===== src/rtl/rgb_pkg.sv =====
// Shared colour/pixel types for the WS2812 serialiser: widths, FSM states and
// the GRB packing helper used when a colour is latched.
package rgb_pkg;

    localparam int COLOR_W = 8;
    localparam int PIXEL_W = 24;

    typedef enum logic [1:0] {
        IDLE,
        SEND,
        GAP
    } state_e;

    // WS2812 parts expect green first, then red, then blue.
    function automatic logic [PIXEL_W-1:0] pack_grb(
        input logic [COLOR_W-1:0] r,
        input logic [COLOR_W-1:0] g,
        input logic [COLOR_W-1:0] b
    );
        return {g, r, b};
    endfunction

endpackage


===== src/rtl/ws2812_driver_if.sv =====
// Colour/handshake/serial-line bundle between the encoder stage and ws2812_driver.
// ready/done handshake: start is accepted on a clk edge only while ready=1; done
// pulses for exactly the one cycle on which ready returns high after a frame.
interface ws2812_driver_if;
    import rgb_pkg::*;

    logic [COLOR_W-1:0] red;
    logic [COLOR_W-1:0] green;
    logic [COLOR_W-1:0] blue;
    logic               start;
    logic               ready;
    logic               done;
    logic               led_out;
    state_e             state;

    modport master (
        output red, green, blue, start,
        input  ready, done, led_out, state
    );

    modport slave (
        input  red, green, blue, start,
        output ready, done, led_out, state
    );

endinterface


===== src/rtl/ws2812_bit_timer.sv =====
// One WS2812 bit slot: counts BIT_CYCLES cycles and produces the registered line
// level (high for T1H/T0H cycles depending on bit_val_i). Loaded/stepped by the FSM.
module ws2812_bit_timer #(
    parameter int BIT_CYCLES = 13,
    parameter int T0H_CYCLES = 4,
    parameter int T1H_CYCLES = 8
) (
    input  logic clk,
    input  logic reset,
    input  logic load_i,
    input  logic step_i,
    input  logic bit_val_i,
    output logic slot_level_o,
    output logic slot_end_o
);

    localparam int CNT_W = $clog2(BIT_CYCLES);

    logic [CNT_W-1:0] cnt_q, cnt_d;
    logic             level_q, level_d;

    // level_d is the level of the cycle that cnt_d will index, so the line is a flop output.
    always_comb begin
        cnt_d   = cnt_q;
        level_d = level_q;
        if (load_i) begin
            cnt_d   = '0;
            level_d = 1'b1;
        end else if (step_i) begin
            cnt_d   = cnt_q + 1'b1;
            level_d = int'(cnt_d) < (bit_val_i ? T1H_CYCLES : T0H_CYCLES);
        end
    end

    always_ff @(posedge clk or posedge reset) begin
        if (reset) begin
            cnt_q   <= '0;
            level_q <= 1'b0;
        end else begin
            cnt_q   <= cnt_d;
            level_q <= level_d;
        end
    end

    assign slot_level_o = level_q;
    assign slot_end_o   = (cnt_q == CNT_W'(BIT_CYCLES - 1));

endmodule


===== src/rtl/ws2812_driver.sv =====
// WS2812 single-wire serialiser: latches one GRB colour, sends it NUM_LEDS times, then
// holds the latch gap. Define WS2812_AUTO_REFRESH_EN to restart a frame whenever idle.
module ws2812_driver
    import rgb_pkg::*;
#(
    parameter int NUM_LEDS     = 1,
    parameter int BIT_CYCLES   = 13,
    parameter int T0H_CYCLES   = 4,
    parameter int T1H_CYCLES   = 8,
    parameter int RESET_CYCLES = 800
) (
    input  logic           clk,
    input  logic           reset,
    ws2812_driver_if.slave bus
);

    localparam int BIT_W = $clog2(PIXEL_W);
    localparam int LED_W = (NUM_LEDS > 1) ? $clog2(NUM_LEDS) : 1;
    localparam int GAP_W = (RESET_CYCLES > 1) ? $clog2(RESET_CYCLES) : 1;

    if (!(T0H_CYCLES > 0 && T0H_CYCLES < T1H_CYCLES && T1H_CYCLES < BIT_CYCLES)) begin : g_bad_timing
        $error("ws2812_driver: timing must satisfy 0 < T0H_CYCLES < T1H_CYCLES < BIT_CYCLES");
    end
    if (NUM_LEDS < 1 || RESET_CYCLES < 1) begin : g_bad_size
        $error("ws2812_driver: NUM_LEDS and RESET_CYCLES must be at least 1");
    end

    state_e             state_q;
    logic [PIXEL_W-1:0] shift_q;
    logic [PIXEL_W-1:0] latch_q;
    logic [BIT_W-1:0]   bit_cnt_q;
    logic [LED_W-1:0]   led_cnt_q;
    logic [GAP_W-1:0]   gap_cnt_q;
    logic               ready_q;
    logic               done_q;

    logic [PIXEL_W-1:0] pix_in;
    logic               start_eff;
    logic               accept;
    logic               last_bit;
    logic               last_led;
    logic               timer_load;
    logic               timer_step;
    logic               timer_bit;
    logic               slot_level;
    logic               slot_end;

`ifdef WS2812_AUTO_REFRESH_EN
    assign start_eff = bus.start | 1'b1;
`else
    assign start_eff = bus.start;
`endif

    assign pix_in   = pack_grb(bus.red, bus.green, bus.blue);
    assign accept   = (state_q == IDLE) && start_eff && ready_q;
    assign last_bit = (bit_cnt_q == BIT_W'(PIXEL_W - 1));
    assign last_led = (led_cnt_q == LED_W'(NUM_LEDS - 1));

    // The timer is reloaded with the bit that will occupy the next slot, so the line
    // rises on the very first cycle of each slot with no bubble between slots.
    always_comb begin
        timer_load = 1'b0;
        timer_step = 1'b0;
        timer_bit  = 1'b0;
        if (accept) begin
            timer_load = 1'b1;
            timer_bit  = pix_in[PIXEL_W-1];
        end else if (state_q == SEND) begin
            if (!slot_end) begin
                timer_step = 1'b1;
                timer_bit  = shift_q[PIXEL_W-1];
            end else if (!last_bit) begin
                timer_load = 1'b1;
                timer_bit  = shift_q[PIXEL_W-2];
            end else if (!last_led) begin
                timer_load = 1'b1;
                timer_bit  = latch_q[PIXEL_W-1];
            end
        end
    end

    ws2812_bit_timer #(
        .BIT_CYCLES (BIT_CYCLES),
        .T0H_CYCLES (T0H_CYCLES),
        .T1H_CYCLES (T1H_CYCLES)
    ) u_bit_timer (
        .clk          (clk),
        .reset        (reset),
        .load_i       (timer_load),
        .step_i       (timer_step),
        .bit_val_i    (timer_bit),
        .slot_level_o (slot_level),
        .slot_end_o   (slot_end)
    );

    always_ff @(posedge clk or posedge reset) begin
        if (reset) begin
            state_q   <= IDLE;
            shift_q   <= '0;
            latch_q   <= '0;
            bit_cnt_q <= '0;
            led_cnt_q <= '0;
            gap_cnt_q <= '0;
            ready_q   <= 1'b1;
            done_q    <= 1'b0;
        end else begin
            done_q <= 1'b0;
            case (state_q)
                IDLE: begin
                    if (accept) begin
                        latch_q   <= pix_in;
                        shift_q   <= pix_in;
                        bit_cnt_q <= '0;
                        led_cnt_q <= '0;
                        ready_q   <= 1'b0;
                        state_q   <= SEND;
                    end
                end
                SEND: begin
                    if (slot_end) begin
                        if (!last_bit) begin
                            bit_cnt_q <= bit_cnt_q + 1'b1;
                            shift_q   <= shift_q << 1;
                        end else if (!last_led) begin
                            led_cnt_q <= led_cnt_q + 1'b1;
                            bit_cnt_q <= '0;
                            shift_q   <= latch_q;
                        end else begin
                            gap_cnt_q <= '0;
                            state_q   <= GAP;
                        end
                    end
                end
                GAP: begin
                    if (gap_cnt_q == GAP_W'(RESET_CYCLES - 1)) begin
                        ready_q <= 1'b1;
                        done_q  <= 1'b1;
                        state_q <= IDLE;
                    end else begin
                        gap_cnt_q <= gap_cnt_q + 1'b1;
                    end
                end
                default: state_q <= IDLE;
            endcase
        end
    end

    assign bus.ready   = ready_q;
    assign bus.done    = done_q;
    assign bus.led_out = slot_level;
    assign bus.state   = state_q;

endmodule


===== src/flat_wrapper.sv =====
// flat-port wrapper written by rule: the top's interface ports become plain ports
module ws2812_driver_flat import rgb_pkg::*;
#(
    parameter int NUM_LEDS     = 1,
    parameter int BIT_CYCLES   = 13,
    parameter int T0H_CYCLES   = 4,
    parameter int T1H_CYCLES   = 8,
    parameter int RESET_CYCLES = 800
)
  (clk, reset, bus_red, bus_green, bus_blue, bus_start, bus_ready, bus_done, bus_led_out, bus_state);
  ws2812_driver_if bus_i ();
  input  logic clk;
  input  logic reset;
  input wire logic [$bits(bus_i.red)-1:0] bus_red;
  input wire logic [$bits(bus_i.green)-1:0] bus_green;
  input wire logic [$bits(bus_i.blue)-1:0] bus_blue;
  input wire logic [$bits(bus_i.start)-1:0] bus_start;
  output wire logic [$bits(bus_i.ready)-1:0] bus_ready;
  output wire logic [$bits(bus_i.done)-1:0] bus_done;
  output wire logic [$bits(bus_i.led_out)-1:0] bus_led_out;
  output wire logic [$bits(bus_i.state)-1:0] bus_state;
  assign bus_i.red = bus_red;
  assign bus_i.green = bus_green;
  assign bus_i.blue = bus_blue;
  assign bus_i.start = bus_start;
  assign bus_ready = bus_i.ready;
  assign bus_done = bus_i.done;
  assign bus_led_out = bus_i.led_out;
  assign bus_state = bus_i.state;
  ws2812_driver #(.NUM_LEDS(NUM_LEDS), .BIT_CYCLES(BIT_CYCLES), .T0H_CYCLES(T0H_CYCLES), .T1H_CYCLES(T1H_CYCLES), .RESET_CYCLES(RESET_CYCLES)) u_core (.clk(clk), .reset(reset), .bus(bus_i));
endmodule

===== config.mk =====
export PLATFORM = sky130hd
export DESIGN_NAME = ws2812_driver_flat
export DESIGN_NICKNAME = d
export VERILOG_FILES = /design/src/rtl/rgb_pkg.sv /design/src/rtl/ws2812_driver_if.sv /design/src/rtl/ws2812_bit_timer.sv /design/src/rtl/ws2812_driver.sv /design/src/flat_wrapper.sv
export SDC_FILE = /design/constraint.sdc
export NUM_CORES = 1
export LEC_CHECK = 0
export ABC_AREA = 1
export ABC_CLOCK_PERIOD_IN_PS = 2600
export CELL_PAD_IN_SITES_DETAIL_PLACEMENT = 1
export CELL_PAD_IN_SITES_GLOBAL_PLACEMENT = 1
export CORE_ASPECT_RATIO = 0.75
export CORE_MARGIN = 8
export CORE_UTILIZATION = 45
export CTS_BUF_LIST = sky130_fd_sc_hd__clkbuf_4
export DETAILED_ROUTE_END_ITERATION = 6
export DONT_BUFFER_PORTS = 1
export GPL_TIMING_DRIVEN = 0
export PLACE_DENSITY_LB_ADDON = 0.05
export SYNTH_ARGS = -nofsm -noshare
export SYNTH_HDL_FRONTEND = slang
export SYNTH_SLANG_ARGS = --single-unit

===== constraint.sdc =====
create_clock -name clk -period 2.6 [get_ports clk]
set_clock_uncertainty 0.2 [all_clocks]
set_input_delay 0.52 -clock clk [delete_from_list [all_inputs] [get_ports clk]]
set_output_delay 0.52 -clock clk [all_outputs]
set_load 0.02 [all_outputs]

# Word-level counts from Yosys, hierarchy flattened
# Index checks and enable logic that the tools add are counted.
# word_totals
ff_bits	73
input_bits	27
word_cells	88
# classes
addsub	4
magnitude_cmp	1
eq_ne	12
muxes	48
reduce_logical	13
# ops
op	count
two-way mux 24 bit	4
case mux 24 bit (2 select lines)	1
two-way mux 10 bit	4
two-way mux 1 bit	22
two-way mux 5 bit	4
case mux 10 bit (2 select lines)	1
two-way mux 4 bit	3
adder 10 x 1 -> 10 bit (second input constant)	1
== test 10 bit (second input constant)	1
two-way mux 2 bit	5
case mux 5 bit (2 select lines)	1
AND reduction 5 bit	2
inequality test 2 x 1 -> 1 bit (second input constant)	4
AND reduction 4 bit	2
nonzero test 2 bit	4
case mux 2 bit (3 select lines)	1
adder 5 x 1 -> 5 bit (second input constant)	1
== test 5 bit (second input constant)	1
adder 4 x 1 -> 4 bit (second input constant)	1
== test 4 bit (second input constant)	1
less-than comparator 4 bit	1
inequality test 2 bit (second input constant)	2
case mux 1 bit (2 select lines)	2
inequality test 3 x 2 -> 1 bit (second input constant)	1
other kinds (7)	8

# Depth between registers and ports, before layout
# Gate-level depths: netlist of the first run.
# logic_depth
word_depth	9
mapped_depth	12
depth_no_buf	11

# By module
# A second synthesis of the first run with hierarchy kept.
# hier_totals
cells_unflattened	487
hier_area_um2	3657.3
# by_module_without_submodules
mod	n_inst	cells_each	area_each_um2
ws2812_driver	1	446	3349.5
ws2812_bit_timer	1	41	307.8

# Worst setup path before layout of the first run
# No wires, ideal clock.
# synth_path
path_type	register -> register
from	reg u_core.state_q[1] (netlist: u_core.bus.state[1])
to	reg u_core.u_bit_timer.level_q (netlist: u_core.u_bit_timer.slot_level_o)
setup_time_ps	77
arrival_time_ps	1800
required_time_ps	2323
slack_ps	522
stages_incl_launch_ff	11
path_buffers	1
synth_period_minus_slack_ps	2078
path_cell_list	dfrtp_1 -> inv_1 -> ha_1 -> buf_2 -> nand2_1 -> nor2_1 -> a21boi_0 -> ha_1 -> nand2_1 -> nand2_1 -> a21oi_1
# synth_between
elab_chain_cells	8
elab_cells_between_ends	15
# synth_lines
element	line	text
start, declared	ws2812_driver.sv:28	state_e state_q;
start signal, assigned	ws2812_driver.sv:98	state_q <= IDLE;
start signal, assigned	ws2812_driver.sv:116	state_q <= SEND;
start signal, assigned	ws2812_driver.sv:130	state_q <= GAP;
logical NOT 2 bit	ws2812_driver.sv:55	assign accept = (state_q == IDLE) && start_eff && ready_q;
logical AND 1 bit (2 in series)	ws2812_driver.sv:55	
two-way mux 1 bit	ws2812_driver.sv:65	if (accept) begin
two-way mux 4 bit	ws2812_bit_timer.sv:31	level_d = int'(cnt_d) < (bit_val_i ? T1H_CYCLES : T0H_CYCLES);
less-than comparator 4 bit	ws2812_bit_timer.sv:31	
two-way mux 1 bit	ws2812_bit_timer.sv:29	end else if (step_i) begin
two-way mux 1 bit	ws2812_bit_timer.sv:26	if (load_i) begin
end signal, assigned	ws2812_bit_timer.sv:41	level_q <= level_d;
end, declared	ws2812_bit_timer.sv:20	logic level_q, level_d;
# Parallel ways exist; a longest one is shown, timed or not. The select of a mux whose other input is x is not followed.
# A chain may end at the register's enable or synchronous reset.

# Worst setup path after layout of the first run
# layout_path
from	reg u_core.state_q[1] (netlist: u_core.bus.state[1])
to	reg u_core.latch_q[0]
# layout_between
elab_chain_cells	4
# layout_lines
element	line	text
logical NOT 2 bit *	ws2812_driver.sv:55, ws2812_driver.sv:108	
logical AND 1 bit (2 in series)	ws2812_driver.sv:55	
AND reduction 2 bit (no line) *	-	
end signal, assigned	ws2812_driver.sv:111	latch_q <= pix_in;
end, declared	ws2812_driver.sv:30	logic [PIXEL_W-1:0] latch_q;
# Every way passes the cells marked *; elsewhere a longest branch is shown, timed or not.

==> metrics.md, run 1 <==
| Metric | Value |
|---|---|
| Std cell rows | 29 |
| Layout cells sized above 1 | 11.3% |
| Hold Path Class | in -> reg |
| Min Tclk post-route | 2.39 ns |
| Vias in the first global route | 3412 |
| Initial core utilization | 45.8% |
| Worst-path cell chain | inv_1 > ha_1 > nand3_1 > buf_2 > clkbuf_1 > o21ai_0 |
| Lkg Pwr | around 2.1 nW |
| Root buffer cell | clkbuf_4 |
| Max-slew headroom | 64.2% |
| Startpoint Class | register |
| Slowest cell on crit path | dfrtp_1 |
| DRC viols | 0 |
| Post-Route WL | 10000 µm |
| Core footprint | about 0.0083 mm² |
| Post-Syn Area | 0.00382 mm² |
| Comb pwr share | 2.7% |
| Max FO, Critical Path | 10 |
| Internal reg-to-reg setup slack | 0.21 ns |
| Post-synth EDFFs | 0 |
| Peak supply drop | 374 µV |
| Max clock buf depth | 2 |
| Clock sink count | 72 |
| Final core utilization | 50.3% |
| DR WL/cell | 16.6 µm |
| Ant diodes | 0 |
| Post-DP HPWL | 6980 µm |
| Cell internal pwr | 1.53 mW |
| Data arrival, critical path | 2.48 ns |
| Post-synth net total | a little over 500 |
| Reg2reg end | u_core.latch_q[0] |
| Setup violations, final | 0 |
| DRT iter0 DRCs | 156 |
| Total congestion overflow | 0 |
| Die Area | ~0.012 mm² |
| CP required | 2.69 ns |
| Syn Inst Count | 475 |
| P&R area growth vs syn | 9.72% |
| Num CTS Buffers | 9 |
| Initial antenna violation count | 0 |
| Number of top-level pins | 32 |
| Clock transition at path regs | between 0.1 and 0.15 ns |
| Synth warn | 0 |
| Syn Area/Cell | 8.05 µm² |
| GR Util All Layers | 18.6% |
| Async set or reset register ratio after synthesis | 100% |
| Hold Path Cell Cnt | 2 |
| Outcome | finished, final reports clean |
| Router iterations before antenna repair | 4 |
| Commonest non-fill, non-tap cell in the layout | o21ai_0 |
| Worst skew pair latency | 0.44 ns |
| RePlAce Congestion | 0.791 |
| Finished Cell Area | roughly 0.0042 mm² |
| Net Switching | 0.452 mW |
| Sequential area share after synthesis | 47.2% |
| Design Power | 1.98 mW |
| Post-route antenna net violation count | 0 |
| Number of synthesized register bits | 72 |
| RSZ-0062 raised after global routing | false |
| Final Hold Vio Count | 0 |
| Setup TNS | 0 ns |
| First-pass GRT wire length | 17100 µm |
| Seq pwr share | ~56% |
| Commonest register cell after synthesis | dfrtp_1 |
| Clock power share | 40.8% |
| R2R depth | 6 |
| Die height | around 96 µm |
| Layout Cells excl Fill | 604 |
| Chip width | 122 µm |
| Sw Ratio | 22.8% |
| Largest net degree at the start of global routing | 62 |
| Pins Over Slew Limit | 0 |
| Hold EP | u_core.latch_q[13] |
| Placed insts | 584 |
| Largest stage delay, worst path | approximately 0.53 ns |
| TritonCTS clock tree | done |
| Most frequent cells in the layout | o21ai_0 (98), nand2_1 (94), inv_1 (76), dfrtp_1 (70), a21oi_1 (24) |
| Via count | about 3100 |
| Setup Fix Bufs, Post-CTS | 0 |
| RR Startpoint | u_core.bus.state[1] |
| Peak Freq | between 400 and 500 MHz |
| Number of max-cap violations | 0 |
| Fin nets | 528 |
| Worst-Margin Slew | 0.538 ns |
| Netlist cell types | 35 |
| PwrDens | 473 mW/mm² |
| Min-delay src | bus_red[5] |
| Crit Path Category | reg -> reg |
| Post-DR vias/cell | 5.21 |
| Htree depth | 3 |
| DP Area | 0.00399 mm² |
| Port buffer count | 0 |
| Final worst path period share | 92.0% |
| CP Capture Type | register |
## Yosys cell counts, types with 2 or more instances
library cell,n,area share [%]
inv_1,77,7.6
nand2_2,3,0.49
inv_2,2,0.20
nand2_1,94,9.2
nor2_8,2,1.0
buf_4,2,0.39
dfrtp_1,71,46
buf_2,5,0.65
nand3_2,2,0.52
o21ai_0,98,13
xor2_1,6,1.4
nor2_2,2,0.33
nor2_1,11,1.1
clkbuf_1,9,0.88
ha_1,10,3.3
a21oi_1,24,3.1
nand3_1,17,2.2
buf_6,3,0.88
o21ai_2,7,1.6
nor3_1,5,0.65
o21ai_1,6,0.79
nand4_1,6,0.98
## power groups by stage
stage	logic, mW	registers, mW	clock network, mW
2_1_floorplan	0.0321	1.14	0
3_3_place_gp	0.0450	1.14	0
3_5_place_dp	0.0509	1.14	0
4_1_cts	0.0554	1.12	0.842
5_1_grt	0.0639	1.12	0.883
6_report	0.0544	1.12	0.809
## repair_timing
| item | CTS | global route |
|---|---|---|
| hold buffers | 3 | 1 |
| resized for setup | 0 | 7 |
| hold endpoints to repair | 73 | 1 |
| endpoints found under the setup margin | 0 | 23 |
## worst max-delay path, delay by kind of cell (launching register included)
family	cells	cell delay, ns
adder cells (fa/ha/maj)	1	0.23
buffers and inverters	3	0.92
AND/OR/NAND/NOR	1	0.23
flip-flops	1	0.53
AO/OA/AOI/OAI	1	0.15
## registers in the layout (all words and copies together) (netlist names)
signal                           flops
u_core.u_bit_timer.cnt_q             4
u_core.bus.state                     2
u_core.latch_q                      24
u_core.bus.done                      1
u_core.u_bit_timer.slot_level_o      1
u_core.shift_q                      24
u_core.gap_cnt_q                    10
u_core.bit_cnt_q                     5
u_core.bus.ready                     1
## cells by family after synthesis
| group | count (synthesis) | synth area share [%] |
|---|---|---|
| AND/OR/NAND/NOR | 144 | 17.0 |
| flip-flops | 72 | 47.2 |
| XOR/XNOR | 7 | 1.60 |
| buffers and inverters | 101 | 11.3 |
| multiplexers | 1 | 0.262 |
| AO/OA/AOI/OAI | 140 | 19.4 |
| adder cells (fa/ha/maj) | 10 | 3.27 |
## worst max path at each step
| stage | from | end | slack, ns | cells after the start |
|---|---|---|---|---|
| after global routing | u_core.bus.state[1] | u_core.u_bit_timer.slot_level_o | 0.007 | 10 |
| after global placement | reset | u_core.latch_q[19] | -0.93 | 1 |
| after CTS | u_core.bus.state[0] | u_core.latch_q[0] | 0.11 | 7 |
| after detailed placement | u_core.bus.state[0] | u_core.latch_q[10] | 0.10 | 7 |
| final | u_core.bus.state[1] | u_core.latch_q[0] | 0.21 | 6 |
| after floorplan | reset | u_core.bit_cnt_q[0] | 0.06 | 1 |
## final cells by class
| cell class | instances | area (µm²) |
|---|---|---|
| buffer | 21 | 135 |
| clock buffer | 10 | 75.1 |
| clock inverter | 6 | 83.8 |
| fill | 1039 | 4150 |
| inverter | 80 | 304 |
| multi-input combinational | 302 | 1590 |
| sequential | 72 | 1800 |
| tap | 108 | 135 |
| timing repair buffer | 5 | 67.6 |
## stage by stage
step | hold WS, ns | worst slack [ns]
floorplan | 0.248 | 0.0567
global placement | 0.262 | -0.932
detailed placement | 0.123 | 0.101
CTS | 0.00368 | 0.112
global route | 0.0161 | 0.00703
finish | 0.0441 | 0.208
## per-layer routing
metal  GRT usage, %  up-vias  wire length, µm
met5              0        -                0
met2           30.6       53             4810
met4           4.45        0               38
li1               -     1557                -
met3           6.10        2              509
met1           23.4     1535             4650
(Power assumes the default switching activity.)
==> inputs of run 2 (changes only) <==
--- a/config.mk
+++ b/config.mk
@@ -7,7 +7,7 @@
 export LEC_CHECK = 0
 export ABC_AREA = 1
 export ABC_CLOCK_PERIOD_IN_PS = 2600
-export CELL_PAD_IN_SITES_DETAIL_PLACEMENT = 1
+export CELL_PAD_IN_SITES_DETAIL_PLACEMENT = 0
 export CELL_PAD_IN_SITES_GLOBAL_PLACEMENT = 1
 export CORE_ASPECT_RATIO = 0.75
 export CORE_MARGIN = 8
==> run 2 against run 1 <==
Register-to-register slack hardly changed; routed wire length is 9.9% lower; flip-flop and latch count stayed put; clock power is 12% higher; critical path type unchanged; largest cell class unchanged; highest routed layer unchanged.
==> metrics.md, run 2 (same netlist as run 1, synthesis figures left out) <==
| Metric | Value |
|---|---|
| Outcome | finished, final reports clean (unchanged) |
| Vias in the first global route | 3163 (was 3412) |
| Hold Path Class | in -> reg (unchanged) |
| Peak supply drop | 355 µV (was 374 µV) |
| Placed insts | 584 (unchanged) |
| Dpl ws | 0.197 ns (was 0.101 ns) |
| Hold Path Cell Cnt | 2 (unchanged) |
| Post-DR vias/cell | 5.11 (was 5.21) |
| Post-DP HPWL | 6170 µm (was 6980 µm) |
| CP top delay family | buffers and inverters (unchanged) |
| PwrDens | 494 mW/mm² (was 473 mW/mm²) |
| P&R area growth vs syn | 10.0% (was 9.72%) |
| Max clock buf depth | 2 (unchanged) |
| Fin nets | 527 (was 528) |
| Commonest non-fill, non-tap cell in the layout | o21ai_0 (unchanged) |
| Initial antenna violation count | 0 (unchanged) |
| Lkg Pwr | 2.09 nW (was 2.08 nW) |
| Final worst path period share | 91.8% (was 92.0%) |
| Setup violations, final | 0 (unchanged) |
| DRT iter0 DRCs | 167 (was 156) |
| Layout Cells excl Fill | 603 (was 604) |
| Root buffer cell | clkbuf_4 (unchanged) |
| Data arrival, critical path | 2.53 ns (was 2.48 ns) |
| Die height | 95.8 µm (unchanged) |
| R2R depth | 7 (was 6) |
| Std cell rows | 29 (unchanged) |
| Max-slew headroom | 63.6% (was 64.2%) |
| Ant diodes | 0 (unchanged) |
| DRC viols | 0 (unchanged) |
| Startpoint Class | register (unchanged) |
| Post-Route WL | 9010 µm (was 10000 µm) |
| Hold_ws | 0.0424 ns (was 0.0441 ns) |
| Num CTS Buffers | 9 (unchanged) |
| Die Area | 0.0117 mm² (unchanged) |
| Number of max-cap violations | 0 (unchanged) |
| Worst setup margin | 0.214 ns (was 0.208 ns) |
| Final core utilization | 50.4% (was 50.3%) |
| Crit Path Category | reg -> reg (unchanged) |
| Largest net degree at the start of global routing | 62 (unchanged) |
| Layout cells sized above 1 | 11.1% (was 11.3%) |
| Clock sink count | 72 (unchanged) |
| Levels on crit path | 7 (was 6) |
| TritonCTS clock tree | done (unchanged) |
| Final Hold Vio Count | 0 (unchanged) |
| Chip width | 122 µm (unchanged) |
| Setup Fix Bufs, Post-CTS | 0 (unchanged) |
| Worst-Margin Slew | 0.546 ns (was 0.538 ns) |
| Post-route antenna net violation count | 0 (unchanged) |
| Number of fill cells | 870 (was 1039) |
| First-pass GRT wire length | 15600 µm (was 17100 µm) |
| Clock transition at path regs | 0.13 ns (was 0.12 ns) |
| Htree depth | 3 (unchanged) |
| RSZ-0062 raised after global routing | false (unchanged) |
| GR Util All Layers | 17.1% (was 18.6%) |
| Port buffer count | 0 (unchanged) |
| DP Area | 0.00399 mm² (unchanged) |
| Finished Cell Area | 0.00421 mm² (was 0.00420 mm²) |
| Buf+Inv Stages, Crit Path | 3 (unchanged) |
| Number of top-level pins | 32 (unchanged) |
| Via count | 3079 (was 3147) |
| Core footprint | 0.00835 mm² (unchanged) |
| Worst-path cell chain | inv_1 > ha_1 > nand3_1 > buf_2 > buf_1 > nand2_1 > o21ai_0 (was inv_1 > ha_1 > nand3_1 > buf_2 > clkbuf_1 > o21ai_0) |
| Initial core utilization | 45.8% (unchanged) |
| CP required | 2.75 ns (was 2.69 ns) |
| Pins Over Slew Limit | 0 (unchanged) |
| Max FO, Critical Path | 10 (unchanged) |
| Top Registers | u_core.latch_q (24), u_core.shift_q (24), u_core.gap_cnt_q (10) (unchanged) |
| Slowest cell on crit path | dfrtp_1 (unchanged) |
| CP Capture Type | register (unchanged) |
| Total congestion overflow | 0 (unchanged) |
| Largest stage delay, worst path | 0.55 ns (was 0.53 ns) |
| Peak Freq | 419 MHz (was 418 MHz) |
| Min Tclk post-route | 2.39 ns (about the same) |
| Most frequent cells in the layout | o21ai_0 (98), nand2_1 (94), inv_1 (76), dfrtp_1 (71), a21oi_1 (24) (was o21ai_0 (98), nand2_1 (94), inv_1 (76), dfrtp_1 (70), a21oi_1 (24)) |
| Router iterations before antenna repair | 4 (unchanged) |
| Worst skew pair latency | 0.44 ns (about the same) |
| DR WL/cell | 14.9 µm (was 16.6 µm) |
| RePlAce Congestion | 0.791 (unchanged) |
==> run 2: cell types whose count changed in the layout (fill, tap and decap cells not counted), sizes merged <==
cell,previous run,this run
clkinvlp,2,1
dlygate4sd3,4,3
buf,12,13
bufinv,2,3
clkbuf,20,19
==> run 2: per-stage QoR <==
stage	TNS, ns	total power, mW
2_1_floorplan	0	1.17
3_3_place_gp	-66.04	1.19
3_5_place_dp	0	1.19
4_1_cts	0	2.11
5_1_grt	0	2.16
6_report	0	2.08
==> run 2: final timing paths <==
path,startpoint,endpoint,slack [ns]
max in group asynchronous,reset,u_core.bus.ready,1.35
hold / removal,bus_green[5],u_core.latch_q[21],0.04
hold reg to reg,u_core.latch_q[20],u_core.latch_q[20],0.29
setup / recovery,u_core.bus.state[0],u_core.latch_q[12],0.21
setup reg to reg,u_core.bus.state[0],u_core.latch_q[12],0.21
min in group asynchronous,reset,u_core.bus.state[1],0.27
==> run 2: per-layer routing <==
metal | track usage (%) | vias up | wire [µm]
met3 | 6.10 | 6 | 441
met5 | 0 | - | 0
met1 | 22.4 | 1464 | 4570
met2 | 26.4 | 48 | 3930
li1 | - | 1561 | -
met4 | 4.35 | 0 | 75
==> run 2: worst register-to-register path, stage by stage, from the launching register on <==
cell and delay, ns:
dfrtp_1 0.55, inv_1 0.14, ha_1 0.24, nand3_1 0.22
buf_2 0.32, buf_1 0.46, nand2_1 0.09, o21ai_0 0.10
==> run 2: power by group <==
group	switching, mW	leakage, nW	internal [mW]
registers	0	0.862	1.12
clock network	0.411	0.0964	0.494
logic	0.0376	1.13	0.0147
total	0.448	2.09	1.63
==> run 2: cell type report <==
class | instances | area, µm² | share of cell area [%]
Buffer | 21 | 134 | 3.18
Clock buffer | 10 | 75.1 | 1.78
Clock inverter | 6 | 108 | 2.56
Inverter | 80 | 304 | 7.23
Multi-Input combinational cell | 302 | 1590 | 37.8
Sequential cell | 72 | 1800 | 42.9
Tap cell | 108 | 135 | 3.21
Timing Repair Buffer | 4 | 57.6 | 1.37
==> run 2: repair_timing <==
action                                 in CTS  in global routing
setup endpoints to repair                   0                  9
endpoints found under the hold margin      73                  0
hold buffers                                3                  0
resized for setup                           0                  5
==> inputs of run 3 (changes only) <==
--- a/config.mk
+++ b/config.mk
@@ -5,8 +5,7 @@
 export SDC_FILE = /design/constraint.sdc
 export NUM_CORES = 1
 export LEC_CHECK = 0
-export ABC_AREA = 1
-export ABC_CLOCK_PERIOD_IN_PS = 2600
+export ABC_AREA = 0
 export CELL_PAD_IN_SITES_DETAIL_PLACEMENT = 0
 export CELL_PAD_IN_SITES_GLOBAL_PLACEMENT = 1
 export CORE_ASPECT_RATIO = 0.75
==> run 3 against run 2 <==
Flip-flop and latch count did not move; die area fell by 1.3%; global-route usage grew 0.21 points; first-iteration DRC count fell by 2.4%; area after synthesis is 1.5% lower; maximum frequency shrank 4.7%; synthesized cell count fell by 12%; count of clock-buffer cells in the layout up 1; via count is 2.3% lower; register-to-register slack worse by 0.12 ns; total power down 6.6%; largest power group unchanged; highest routed layer unchanged.
==> metrics.md, run 3 <==
| Metric | Value |
|---|---|
| CP Capture Type | register (unchanged) |
| Final Hold Vio Count | 0 (unchanged) |
| Most frequent cell after synthesis | nand2_1 (was o21ai_0) |
| PwrDens | 442 mW/mm² (was 494 mW/mm²) |
| Hold Path Class | in -> reg (unchanged) |
| Syn Inst Count | 418 (was 475) |
| Num CTS Buffers | 9 (unchanged) |
| DP Area | 0.00393 mm² (was 0.00399 mm²) |
| Total congestion overflow | 0 (unchanged) |
| Initial antenna violation count | 0 (unchanged) |
| Synth cell count leaders | nand2_1 (126), dfrtp_1 (71), nor2_1 (28) (was o21ai_0 (98), nand2_1 (94), inv_1 (77)) |
| Async set or reset register ratio after synthesis | 100% (unchanged) |
| Clock sink count | 72 (unchanged) |
| TritonCTS clock tree | done (unchanged) |
| RePlAce Congestion | 0.765 (was 0.791) |
| Storage cell area | 0.00181 mm² (was 0.00180 mm²) |
| Finished Cell Area | 0.00438 mm² (was 0.00421 mm²) |
| Design Power | 1.94 mW (was 2.08 mW) |
| Initial core utilization | 45.3% (was 45.8%) |
| Core footprint | 0.00831 mm² (was 0.00835 mm²) |
| Post-synth EDFFs | 0 (unchanged) |
| CP required | 2.73 ns (was 2.75 ns) |
| Max-slew headroom | 59.5% (was 63.6%) |
| Port buffer count | 0 (unchanged) |
| Std cell rows | 29 (unchanged) |
| Number of synthesized register bits | 72 (unchanged) |
| Post-synth net total | 455 (was 512) |
| Commonest non-fill, non-tap cell in the layout | nand2_1 (was o21ai_0) |
| Worst skew pair latency | 0.42 ns (was 0.44 ns) |
| Synth top area share | 47.2% (was 46.5%) |
| Post-route antenna net violation count | 0 (unchanged) |
| Number of fill cells | 778 (was 870) |
| Via count | 3007 (was 3079) |
| Number of max-cap violations | 0 (unchanged) |
| Pins Over Slew Limit | 0 (unchanged) |
| Peak Freq | 400 MHz (was 419 MHz) |
| Placed insts | 527 (was 584) |
| Die Area | 0.0116 mm² (was 0.0117 mm²) |
| Min Tclk post-route | 2.50 ns (was 2.39 ns) |
| Multi-input gate area | 0.00181 mm² (was 0.00159 mm²) |
| Post-Route WL | 9050 µm (was 9010 µm) |
| Ant diodes | 0 (unchanged) |
| Worst-Margin Slew | 0.607 ns (was 0.546 ns) |
| Max FO, Critical Path | 19 (was 10) |
| RSZ-0062 raised after global routing | true (was false) |
| Netlist cell types | 44 (was 35) |
| Data arrival, critical path | 2.63 ns (was 2.53 ns) |
| Vias in the first global route | 3053 (was 3163) |
| R2R depth | 11 (was 7) |
| Post-Syn Area | 0.00377 mm² (was 0.00382 mm²) |
| DR WL/cell | 15.9 µm (was 14.9 µm) |
| Router iterations before antenna repair | 4 (unchanged) |
| Number of top-level pins | 32 (unchanged) |
| Lkg Pwr | 2.00 nW (was 2.09 nW) |
| Layout cells sized above 1 | 15.6% (was 11.1%) |
| Htree depth | 3 (unchanged) |
| DRT iter0 DRCs | 163 (was 167) |
| Crit Path Category | reg -> reg (unchanged) |
| Root buffer cell | clkbuf_4 (unchanged) |
| Worst setup margin | 0.0971 ns (was 0.214 ns) |
| Max clock buf depth | 2 (unchanged) |
| Startpoint Class | register (unchanged) |
| Top Registers | u_core.latch_q (24), u_core.shift_q (24), u_core.gap_cnt_q (10) (unchanged) |
| Largest net degree at the start of global routing | 40 (was 62) |
| Area leader, netlist | dfrtp_1 (unchanged) |
| Dpl ws | -0.391 ns (was 0.197 ns) |
| P&R area growth vs syn | 16.4% (was 10.0%) |
| GR Util All Layers | 17.3% (was 17.1%) |
| Clock transition at path regs | 0.11 ns (was 0.13 ns) |
| Setup violations, final | 0 (unchanged) |
| Commonest register cell after synthesis | dfrtp_1 (unchanged) |
| Synth warn | 0 (unchanged) |
| Most frequent cells in the layout | nand2_1 (126), dfrtp_1 (69), nor2_1 (28), mux2_2 (25) (was o21ai_0 (98), nand2_1 (94), inv_1 (76), dfrtp_1 (71), a21oi_1 (24)) |
| Fin nets | 493 (was 527) |
| DRC viols | 0 (unchanged) |
| Sequential area share after synthesis | 47.9% (was 47.2%) |
| Die height | 95.2 µm (was 95.8 µm) |
| Outcome | finished, final reports clean (unchanged) |
| Hold Path Cell Cnt | 2 (unchanged) |
| First-pass GRT wire length | 15700 µm (was 15600 µm) |
| Chip width | 122 µm (about the same) |
| Final worst path period share | 96.3% (was 91.8%) |
| Synth top area cells | dfrtp_1 (47%), nand2_1 (13%), mux2_2 (7.5%), a31oi_1 (3.8%), ha_1 (3.3%) (was dfrtp_1 (46%), o21ai_0 (13%), nand2_1 (9.2%), inv_1 (7.6%), ha_1 (3.3%)) |
| Syn Area/Cell | 9.01 µm² (was 8.05 µm²) |
| Post-DR vias/cell | 5.28 (was 5.11) |
| Post-DP HPWL | 6010 µm (was 6170 µm) |
| Layout Cells excl Fill | 569 (was 603) |
| Peak supply drop | 371 µV (was 355 µV) |
[run 3: cell families (layout without fill, tap and decap cells)]
family | Yosys count | count (layout) | synth area share, %
simple gates | 193 | 193 | 22.2
compound gates | 73 | 73 | 13.0
flops | 72 | 72 | 47.9
buf+inv | 39 | 82 | 4.55
mux | 29 | 29 | 8.57
fa+ha+maj | 10 | 10 | 3.32
xor+xnor | 2 | 2 | 0.465
[run 3: worst paths after layout]
kind | from | endpoint | slack (ns)
max | u_core.bus.state[1] | u_core.u_bit_timer.slot_level_o | 0.1
min | bus_red[0] | u_core.latch_q[8] | 0.04
max reg2reg | u_core.bus.state[1] | u_core.u_bit_timer.slot_level_o | 0.1
min reg2reg | u_core.latch_q[18] | u_core.latch_q[18] | 0.29
max in group asynchronous | reset | u_core.bus.ready | 1.21
min in group asynchronous | reset | u_core.u_bit_timer.slot_level_o | 0.38
[run 3: stage by stage]
step	utilization (%)	TNS, ns	hold WS (ns)
final	52.7	0	0.0425
after global routing	52.7	-0.00439	0.0214
after CTS	52.2	0	0.00625
after detailed placement	47.3	-1.38	0.243
after global placement	47.0	-67.22	0.257
after floorplan	-	0	0.246
[run 3: area by class of cell]
class	count	share of cell area, %
Buffer	24	3.71
Clock buffer	11	1.88
Clock inverter	5	1.08
Inverter	12	1.08
Multi-Input combinational cell	307	41.2
Sequential cell	72	41.2
Tap cell	108	3.08
Timing Repair Buffer	30	6.74
[run 3: what timing repair did]
action	4_1_cts	5_1_grt
gates cloned	0	0
gates resized for setup	13	8
pin swaps	0	1
setup buffers	2	4
hold buffers	23	0
hold endpoints to repair	55	0
endpoints found under the setup margin	29	33
[run 3: report_power, final]
group | switching (mW) | internal (mW) | total, mW
Sequential | 0.00893 | 1.14 | 1.15
Combinational | 0.0463 | 0.0522 | 0.0986
Clock | 0.388 | 0.306 | 0.694
[run 3: routing by layer]
| metal | GRT usage [%] | routed length, µm | up-vias | share of wire [%] |
|---|---|---|---|---|
| met5 | 0 | 0 | - | 0 |
| met4 | 4.61 | 96 | 0 | 1.1 |
| met3 | 5.03 | 485 | 8 | 5.4 |
| met2 | 24.9 | 3740 | 54 | 41 |
| met1 | 24.8 | 4720 | 1432 | 52 |
| li1 | - | - | 1513 | - |
[run 3: critical path, stage by stage, from the launching register on]
cell,delay (ns)
dfrtp_2,0.48
inv_1,0.14
ha_1,0.16
buf_4,0.17
buf_8,0.18
nand2_1,0.09
a21oi_2,0.13
a21oi_1,0.06
ha_1,0.20
a311o_1,0.29
o221a_2,0.25
o31ai_1,0.07
